--- src/rtl/sargantana_icache_refill_pkg.sv ---
// Shared types and geometry for the icache refill engine.
// The line-align helper clears the offset bits of an address.
package sargantana_icache_pkg;

  localparam int unsigned PADDR_WIDTH         = 40;
  localparam int unsigned LINE_WIDTH          = 512;
  localparam int unsigned BEAT_WIDTH          = 128;
  localparam int unsigned N_WAY               = 4;
  localparam int unsigned WAY_W               = $clog2(N_WAY);
  localparam int unsigned N_BEATS             = LINE_WIDTH / BEAT_WIDTH;
  localparam int unsigned BEAT_IDX_W          = $clog2(N_BEATS);
  localparam int unsigned ICACHE_OFFSET_WIDTH = 6;

  typedef enum logic [2:0] {
    IDLE,
    REQ,
    COLLECT,
    DRAIN,
    RESP
  } refill_state_t;

  function automatic logic [PADDR_WIDTH-1:0] line_align(input logic [PADDR_WIDTH-1:0] addr);
    return {addr[PADDR_WIDTH-1:ICACHE_OFFSET_WIDTH], {ICACHE_OFFSET_WIDTH{1'b0}}};
  endfunction

endpackage

--- src/rtl/sargantana_icache_refill_if.sv ---
// Bundle of icache request, L2 and ifill response signals around the refill engine.
// Signal suffixes are from the engine's point of view.
interface sargantana_icache_refill_if;
  import sargantana_icache_pkg::*;

  logic                    req_valid_i;
  logic [PADDR_WIDTH-1:0]  req_paddr_i;
  logic [WAY_W-1:0]        req_way_i;
  logic                    req_ready_o;
  logic                    l2_req_valid_o;
  logic [PADDR_WIDTH-1:0]  l2_req_paddr_o;
  logic                    l2_req_ready_i;
  logic                    l2_resp_valid_i;
  logic [BEAT_IDX_W-1:0]   l2_resp_beat_i;
  logic [BEAT_WIDTH-1:0]   l2_resp_data_i;
  logic                    l2_inv_valid_i;
  logic [PADDR_WIDTH-1:0]  l2_inv_paddr_i;
  logic                    l2_inv_ready_o;
  logic                    ifill_resp_valid_o;
  logic [LINE_WIDTH-1:0]   ifill_resp_data_o;
  logic [WAY_W-1:0]        ifill_resp_way_o;
  logic                    ifill_resp_inv_valid_o;
  logic [PADDR_WIDTH-1:0]  ifill_resp_inv_paddr_o;
  logic                    busy_o;

  modport slave (
    input  req_valid_i, req_paddr_i, req_way_i, l2_req_ready_i, l2_resp_valid_i,
           l2_resp_beat_i, l2_resp_data_i, l2_inv_valid_i, l2_inv_paddr_i,
    output req_ready_o, l2_req_valid_o, l2_req_paddr_o, l2_inv_ready_o, ifill_resp_valid_o,
           ifill_resp_data_o, ifill_resp_way_o, ifill_resp_inv_valid_o,
           ifill_resp_inv_paddr_o, busy_o
  );

  modport master (
    output req_valid_i, req_paddr_i, req_way_i, l2_req_ready_i, l2_resp_valid_i,
           l2_resp_beat_i, l2_resp_data_i, l2_inv_valid_i, l2_inv_paddr_i,
    input  req_ready_o, l2_req_valid_o, l2_req_paddr_o, l2_inv_ready_o, ifill_resp_valid_o,
           ifill_resp_data_o, ifill_resp_way_o, ifill_resp_inv_valid_o,
           ifill_resp_inv_paddr_o, busy_o
  );

endinterface

--- src/rtl/sargantana_icache_line_buffer.sv ---
// Beat-indexed line assembly buffer with a per-beat completion mask.
// full_o reports that the mask is all-ones once the current write lands.
module sargantana_icache_line_buffer
  import sargantana_icache_pkg::*;
(
  input  logic                  clk_i,
  input  logic                  rstn_i,
  input  logic                  clear_i,
  input  logic                  write_i,
  input  logic [BEAT_IDX_W-1:0] beat_i,
  input  logic [BEAT_WIDTH-1:0] data_i,
  output logic                  full_o,
  output logic [LINE_WIDTH-1:0] line_o
);

  logic [N_BEATS-1:0]    r_mask;
  logic [N_BEATS-1:0]    w_mask_d;
  logic [LINE_WIDTH-1:0] r_line;

  always_comb begin
    w_mask_d = r_mask;
    if (clear_i) w_mask_d = '0;
    if (write_i) w_mask_d[beat_i] = 1'b1;
  end

  assign full_o = &w_mask_d;
  assign line_o = r_line;

  always_ff @(posedge clk_i) begin
    if (!rstn_i) begin
      r_mask <= '0;
      r_line <= '0;
    end else begin
      r_mask <= w_mask_d;
      if (write_i) r_line[beat_i*BEAT_WIDTH +: BEAT_WIDTH] <= data_i;
    end
  end

endmodule

--- src/rtl/sargantana_icache_refill.sv ---
// Icache refill engine: one line-aligned L2 read, beat gathering, single-cycle ifill
// response, plus forwarding of L2 invalidations onto the same response channel.
module sargantana_icache_refill
  import sargantana_icache_pkg::*;
(
  input  logic                       clk_i,
  input  logic                       rstn_i,
  input  logic                       kill_i,
  sargantana_icache_refill_if.slave  bus
);

  refill_state_t          r_state, w_state_d;
  logic [PADDR_WIDTH-1:0] r_paddr;
  logic [WAY_W-1:0]       r_way;
  logic                   r_inv_valid;
  logic [PADDR_WIDTH-1:0] r_inv_paddr;
  logic                   w_clear;
  logic                   w_write;
  logic                   w_full;
  logic                   w_inv_ready;
  logic [LINE_WIDTH-1:0]  w_line;

  // Drained beats still update the mask so the engine knows when L2 is done.
  assign w_write = bus.l2_resp_valid_i && (r_state == COLLECT || r_state == DRAIN);

  sargantana_icache_line_buffer u_line_buffer (
    .clk_i   (clk_i),
    .rstn_i  (rstn_i),
    .clear_i (w_clear),
    .write_i (w_write),
    .beat_i  (bus.l2_resp_beat_i),
    .data_i  (bus.l2_resp_data_i),
    .full_o  (w_full),
    .line_o  (w_line)
  );

  always_comb begin
    w_state_d = r_state;
    w_clear   = 1'b0;
    unique case (r_state)
      IDLE: begin
        if (bus.req_valid_i && !kill_i) begin
          w_state_d = REQ;
          w_clear   = 1'b1;
        end
      end
      REQ: begin
        if (bus.l2_req_ready_i) w_state_d = kill_i ? DRAIN : COLLECT;
        else if (kill_i)        w_state_d = IDLE;
      end
      COLLECT: begin
        if (w_write && w_full) w_state_d = kill_i ? IDLE : RESP;
        else if (kill_i)       w_state_d = DRAIN;
      end
      DRAIN: begin
        if (w_write && w_full) w_state_d = IDLE;
      end
      RESP:    w_state_d = IDLE;
      default: w_state_d = IDLE;
    endcase
  end

  // Refuse invalidations whenever a refill response owns the channel this or next cycle.
  assign w_inv_ready = bus.l2_inv_valid_i && (r_state != RESP) && (w_state_d != RESP);

  always_ff @(posedge clk_i) begin
    if (!rstn_i) begin
      r_state     <= IDLE;
      r_paddr     <= '0;
      r_way       <= '0;
      r_inv_valid <= 1'b0;
      r_inv_paddr <= '0;
    end else begin
      r_state     <= w_state_d;
      r_inv_valid <= w_inv_ready;
      if (w_clear) begin
        r_paddr <= line_align(bus.req_paddr_i);
        r_way   <= bus.req_way_i;
      end
      if (w_inv_ready) r_inv_paddr <= line_align(bus.l2_inv_paddr_i);
    end
  end

  assign bus.req_ready_o            = (r_state == IDLE);
  assign bus.busy_o                 = (r_state != IDLE);
  assign bus.l2_req_valid_o         = (r_state == REQ);
  assign bus.l2_req_paddr_o         = r_paddr;
  assign bus.l2_inv_ready_o         = w_inv_ready;
  assign bus.ifill_resp_valid_o     = (r_state == RESP) || r_inv_valid;
  assign bus.ifill_resp_inv_valid_o = r_inv_valid;
  assign bus.ifill_resp_inv_paddr_o = r_inv_paddr;
  assign bus.ifill_resp_data_o      = w_line;
  assign bus.ifill_resp_way_o       = r_way;

endmodule

--- src/flat_wrapper.sv ---
// flat-port wrapper written by rule: the top's interface ports become plain ports
module sargantana_icache_refill_flat import sargantana_icache_pkg::*;
  (clk_i, rstn_i, kill_i, bus_req_valid_i, bus_req_paddr_i, bus_req_way_i, bus_l2_req_ready_i, bus_l2_resp_valid_i, bus_l2_resp_beat_i, bus_l2_resp_data_i, bus_l2_inv_valid_i, bus_l2_inv_paddr_i, bus_req_ready_o, bus_l2_req_valid_o, bus_l2_req_paddr_o, bus_l2_inv_ready_o, bus_ifill_resp_valid_o, bus_ifill_resp_data_o, bus_ifill_resp_way_o, bus_ifill_resp_inv_valid_o, bus_ifill_resp_inv_paddr_o, bus_busy_o);
  sargantana_icache_refill_if bus_i ();
  input  logic clk_i;
  input  logic rstn_i;
  input  logic kill_i;
  input wire logic [$bits(bus_i.req_valid_i)-1:0] bus_req_valid_i;
  input wire logic [$bits(bus_i.req_paddr_i)-1:0] bus_req_paddr_i;
  input wire logic [$bits(bus_i.req_way_i)-1:0] bus_req_way_i;
  input wire logic [$bits(bus_i.l2_req_ready_i)-1:0] bus_l2_req_ready_i;
  input wire logic [$bits(bus_i.l2_resp_valid_i)-1:0] bus_l2_resp_valid_i;
  input wire logic [$bits(bus_i.l2_resp_beat_i)-1:0] bus_l2_resp_beat_i;
  input wire logic [$bits(bus_i.l2_resp_data_i)-1:0] bus_l2_resp_data_i;
  input wire logic [$bits(bus_i.l2_inv_valid_i)-1:0] bus_l2_inv_valid_i;
  input wire logic [$bits(bus_i.l2_inv_paddr_i)-1:0] bus_l2_inv_paddr_i;
  output wire logic [$bits(bus_i.req_ready_o)-1:0] bus_req_ready_o;
  output wire logic [$bits(bus_i.l2_req_valid_o)-1:0] bus_l2_req_valid_o;
  output wire logic [$bits(bus_i.l2_req_paddr_o)-1:0] bus_l2_req_paddr_o;
  output wire logic [$bits(bus_i.l2_inv_ready_o)-1:0] bus_l2_inv_ready_o;
  output wire logic [$bits(bus_i.ifill_resp_valid_o)-1:0] bus_ifill_resp_valid_o;
  output wire logic [$bits(bus_i.ifill_resp_data_o)-1:0] bus_ifill_resp_data_o;
  output wire logic [$bits(bus_i.ifill_resp_way_o)-1:0] bus_ifill_resp_way_o;
  output wire logic [$bits(bus_i.ifill_resp_inv_valid_o)-1:0] bus_ifill_resp_inv_valid_o;
  output wire logic [$bits(bus_i.ifill_resp_inv_paddr_o)-1:0] bus_ifill_resp_inv_paddr_o;
  output wire logic [$bits(bus_i.busy_o)-1:0] bus_busy_o;
  assign bus_i.req_valid_i = bus_req_valid_i;
  assign bus_i.req_paddr_i = bus_req_paddr_i;
  assign bus_i.req_way_i = bus_req_way_i;
  assign bus_i.l2_req_ready_i = bus_l2_req_ready_i;
  assign bus_i.l2_resp_valid_i = bus_l2_resp_valid_i;
  assign bus_i.l2_resp_beat_i = bus_l2_resp_beat_i;
  assign bus_i.l2_resp_data_i = bus_l2_resp_data_i;
  assign bus_i.l2_inv_valid_i = bus_l2_inv_valid_i;
  assign bus_i.l2_inv_paddr_i = bus_l2_inv_paddr_i;
  assign bus_req_ready_o = bus_i.req_ready_o;
  assign bus_l2_req_valid_o = bus_i.l2_req_valid_o;
  assign bus_l2_req_paddr_o = bus_i.l2_req_paddr_o;
  assign bus_l2_inv_ready_o = bus_i.l2_inv_ready_o;
  assign bus_ifill_resp_valid_o = bus_i.ifill_resp_valid_o;
  assign bus_ifill_resp_data_o = bus_i.ifill_resp_data_o;
  assign bus_ifill_resp_way_o = bus_i.ifill_resp_way_o;
  assign bus_ifill_resp_inv_valid_o = bus_i.ifill_resp_inv_valid_o;
  assign bus_ifill_resp_inv_paddr_o = bus_i.ifill_resp_inv_paddr_o;
  assign bus_busy_o = bus_i.busy_o;
  sargantana_icache_refill u_core (.clk_i(clk_i), .rstn_i(rstn_i), .kill_i(kill_i), .bus(bus_i));
endmodule
--- config.mk ---
export PLATFORM = sky130hd
export DESIGN_NAME = sargantana_icache_refill_flat
export DESIGN_NICKNAME = d
export VERILOG_FILES = /design/src/rtl/sargantana_icache_refill_pkg.sv /design/src/rtl/sargantana_icache_refill_if.sv /design/src/rtl/sargantana_icache_line_buffer.sv /design/src/rtl/sargantana_icache_refill.sv /design/src/flat_wrapper.sv
export SDC_FILE = /design/constraint.sdc
export NUM_CORES = 1
export LEC_CHECK = 0
export CAP_MARGIN = 20
export CORE_AREA = 2 2 318 320
export CTS_CLUSTER_DIAMETER = 150
export DETAILED_ROUTE_END_ITERATION = 12
export DIE_AREA = 0 0 320 322
export HOLD_SLACK_MARGIN = 0.15
export SYNTH_ARGS = -nofsm -noshare
export SYNTH_HDL_FRONTEND = slang
export SYNTH_HIERARCHICAL = 1
export SYNTH_SLANG_ARGS = --single-unit
--- constraint.sdc ---
create_clock -name clk_i -period 3.54 [get_ports clk_i]
set_input_delay 0.708 -clock clk_i [delete_from_list [all_inputs] [get_ports clk_i]]
set_output_delay 0.708 -clock clk_i [all_outputs]
set_load 0.02 [all_outputs]
==> flow_metrics.py <==
metrics = {
    "status": {
        "status": "finished, final reports clean",
    },
    "sta": {
        "rsz0062_at_grt": "no",
        "clock_skew_ns": 0.0232,
        "timing.hold.ws_ns": 0.445,
        "max_freq_ghz": 0.297,
        "tightestPinTransition_ns": 0.829,
        "fin_crit_sh_pct": 95.0,
        "slew_violations": 0,
        "hold_viol": 0,
        "relSlewSlack_pct": 44.5,
        "min_period_ns": 3.36,
        "timing.final.ws_setup_ns": 0.176,
        "finalSetupViolCount": 0,
    },
    "yosys": {
        "synth_cell_types": 45,
        "ys.warnings.count": 6,
        "syn_inst": 2190,
        "synthTopCellsByArea": "dfxtp_1 (60%), nand2_1 (14%), o21ai_0 (12%)",
        "synth_top_cell_area_share_pct": 60.2,
        "synth_top_flop_cell": "dfxtp_1",
        "yosysTopAreaCell": "dfxtp_1",
        "ys_top_cells_by_count": "nand2_1 (713), dfxtp_1 (590), o21ai_0 (465)",
        "synthArstFlopShare_pct": 0,
        "synth_edf_count": 0,
        "ys_ff_latch": 590,
        "ys_seq_area_share_pct": 60.2,
        "syn_avg_cell_area_um2": 8.96,
        "syn-cell-area_um2": 19600,
        "synth_most_common_cell": "nand2_1",
    },
    "drt": {
        "via_per_inst": 4.20,
        "wire_per_inst_um": 18.6,
        "routed_wl_um": 79700,
        "firstDrtPassIters": 5,
        "top_layer": "met4",
        "wl_met2_um": 38400,
        "vias": 18048,
        "final_antenna_net_count": 0,
        "wl_met3_um": 6020,
        "drtIter0Drc": 921,
        "met1_length_um": 32300,
        "drc": 0,
    },
    "die": {
        "fp.coreArea_um2": 99600,
        "die_w_um": 320,
        "num_io_pins": 819,
        "start_util_pct": 19.7,
        "rows": 116,
        "chipHeight_um": 322,
        "die-area_um2": 103000,
    },
    "finish": {
        "nets": 3169,
        "layout.cells.non_filler": 4295,
        "fin_util_pct": 31.3,
        "layout-drive-gt1-share_pct": 6.35,
        "area_growth_pct": 59.0,
        "n_fill_cell": 10436,
    },
    "power_and_ir_drop": {
        "swShare_pct": 23.0,
        "clkPwrFrac_pct": 48.9,
        "peakVddDrop_mv": 0.335,
        "p_comb_share_pct": 6.4,
        "power.density_nw_per_um2": 482,
        "total_power_uw": 15000,
        "intPower_uw": 11600,
        "pwr-share-seq_pct": 44.7,
        "switchingPower_uw": 3470,
        "leakagePower_uw": 0.0111,
    },
    "worst_setup_path": {
        "cp_max_fo": 4,
        "cp_slowest_cell": "clkdlybuf4s50_1",
        "r2r_start": "u_core/r_state[2]",
        "crit_path_end_kind": "primary output",
        "worstPathRequired_ns": 2.83,
        "critPathLaunchType": "input port",
        "path_cells": "clkdlybuf4s50_1 > inv_1 > ha_1 > a22oi_1 > nor3b_1 > a2bb2oi_1 > and2_1 > a211oi_4 > buf_4",
        "r2r_end": "u_core/bus.ifill_resp_inv_paddr_o[15]",
        "worstSetupPathType": "input port to primary output",
        "reg2reg_slack_ns": 0.85,
        "max_stage_delay_ns": 0.55,
        "worstRegToRegCells": 9,
        "crit_arrival_ns": 2.66,
    },
    "clock_network": {
        "htree_levels": 3,
        "clock_latency_ns": 0.61,
        "cts_root_buf": "clkbuf_16",
        "cts_tree": "built",
        "post_cts_buffers": 0,
        "hold_buffers": 0,
        "clockBufferDepth": 3,
        "cts.clk_slew.worst_paths_ns": 0.06,
        "cts_inserted_buffers": 68,
        "clock-sinks": 590,
    },
    "min_path": {
        "hold_start": "u_core/u_line_buffer/line_o[213]",
        "hold-path-endpoint": "u_core/u_line_buffer/line_o[213]",
        "whs_path_depth": 2,
        "hold_class": "flop to flop",
    },
    "global_route": {
        "grt_usage_pct": 14.8,
        "grt_pass1_vias": 17673,
        "grt_pass1_wl_um": 115000,
        "overflow": 0,
        "grt_max_degree": 77,
        "antenna_found_initial": 6,
    },
    "job": {
        "cap_viol_max_count": 0,
    },
    "placement": {
        "portBuffers": 794,
        "hpwl_um": 54400,
        "dpl_worst_slack_ns": -0.309,
        "dp.cells": 4170,
        "gp_congestion": 0.794,
    },
}
==> worst max-delay path: cells and delay by family <==
family | cells | cell delay, ns
simple gates | 2 | 0.30
fa+ha+maj | 1 | 0.24
buf+inv | 3 | 0.84
compound gates | 3 | 0.56
==> state kept, by name (all words and copies together) (netlist names) <==
name	cells
u_core/bus.ifill_resp_inv_paddr_o	34
u_core/bus.ifill_resp_inv_valid_o	1
u_core/bus.ifill_resp_way_o	2
u_core/bus.l2_req_paddr_o	34
u_core/r_state	3
u_core/u_line_buffer/line_o	512
u_core/u_line_buffer/r_mask	4
==> area by class of cell <==
cell class / instances / area [um2] / area share [%]
clock inverters: 22 / 319 / 1.02
well taps: 1298 / 1620 / 5.21
flip-flops and latches: 590 / 11800 / 37.9
inverters: 5 / 31.3 / 0.100
repair buffers: 840 / 8480 / 27.2
diodes: 4 / 10.0 / 0.0321
multi-input cells: 1437 / 6900 / 22.1
clock buffers: 99 / 2010 / 6.46
==> kinds of logic (layout without fill, tap and decap cells) <==
family | count (synthesis) | after routing | synth area share [%]
and+or+nand+nor | 782 | 782 | 15.8
DFF | 590 | 590 | 60.2
buffers and inverters | 174 | 966 | 5.30
adders and majority gates | 8 | 8 | 0.510
xor gates and xnor gates | 1 | 1 | 0.0446
muxes | 35 | 35 | 1.79
AOI/OAI and AO/OA | 599 | 599 | 16.3
other | 1 | 16 | 0.0191
==> worst max path at each step <==
stage | startpoint | endpoint | depth (start not counted)
finish | bus_l2_resp_beat_i[0] | bus_l2_inv_ready_o | 9
global route | bus_l2_resp_beat_i[0] | bus_l2_inv_ready_o | 9
CTS | bus_l2_resp_beat_i[0] | bus_l2_inv_ready_o | 9
detailed placement | bus_req_valid_i | bus_l2_inv_ready_o | 9
global placement | bus_req_valid_i | bus_l2_inv_ready_o | 9
floorplan | kill_i | bus_l2_inv_ready_o | 10
==> through the flow <==
stage / setup TNS [ns] / instance area, um2
3_3_place_gp: -0.316 / 28800
6_report: 0 / 31200
2_1_floorplan: 0 / 19700
3_5_place_dp: -0.309 / 28800
5_1_grt: 0 / 31200
4_1_cts: 0 / 31200
==> power by group through the flow <==
stage / clock (uW) / sequential [uW] / combinational (uW)
after floorplan: 0 / 6930 / 386
after global placement: 0 / 6870 / 979
after detailed placement: 0 / 6870 / 979
after CTS: 7560 / 6720 / 983
after global routing: 7820 / 6720 / 1040
final: 7350 / 6720 / 970
==> cell usage in the layout (no fill, tap or decap), types with 2 or more instances in the layout <==
| cell type | netlist | final |
|---|---|---|
| a21boi_0 | 7 | 7 |
| a21boi_1 | 33 | 30 |
| a21boi_4 | 0 | 4 |
| and2_1 | 6 | 6 |
| buf_12 | 3 | 15 |
| buf_4 | 30 | 32 |
| bufinv_16 | 0 | 7 |
| clkbuf_1 | 51 | 16 |
| clkbuf_16 | 0 | 72 |
| clkbuf_8 | 0 | 12 |
| clkdlybuf4s50_1 | 0 | 792 |
| clkinv_2 | 0 | 11 |
| clkinv_8 | 1 | 2 |
| conb_1 | 1 | 12 |
| dfxtp_1 | 590 | 590 |
| diode_2 | 0 | 4 |
| ha_1 | 8 | 8 |
| inv_1 | 4 | 4 |
| inv_6 | 0 | 2 |
| mux2i_1 | 34 | 34 |
| nand2_1 | 713 | 711 |
| nand2_4 | 0 | 2 |
| nand2b_1 | 2 | 2 |
| nand3_1 | 37 | 37 |
| nor2_1 | 3 | 2 |
| nor2b_1 | 4 | 3 |
| nor3b_1 | 4 | 4 |
| o21a_1 | 2 | 2 |
| o21ai_0 | 465 | 465 |
| o21ai_1 | 67 | 67 |
| o21ai_2 | 20 | 20 |
==> layer usage <==
layer  GRT usage (%)  up-vias
met5               0        -
met3            4.68      147
met2            25.3      673
met4            5.99        0
met1            17.0     8512
li1                -     8716
==> what timing repair did <==
| action | 4_1_cts | 5_1_grt |
|---|---|---|
| gates resized for setup | 4 | 2 |
| endpoints found under the hold margin | 0 | 0 |
| setup endpoints to repair | 1 | 1 |
Note: power is estimated with default switching activity, not from simulation.
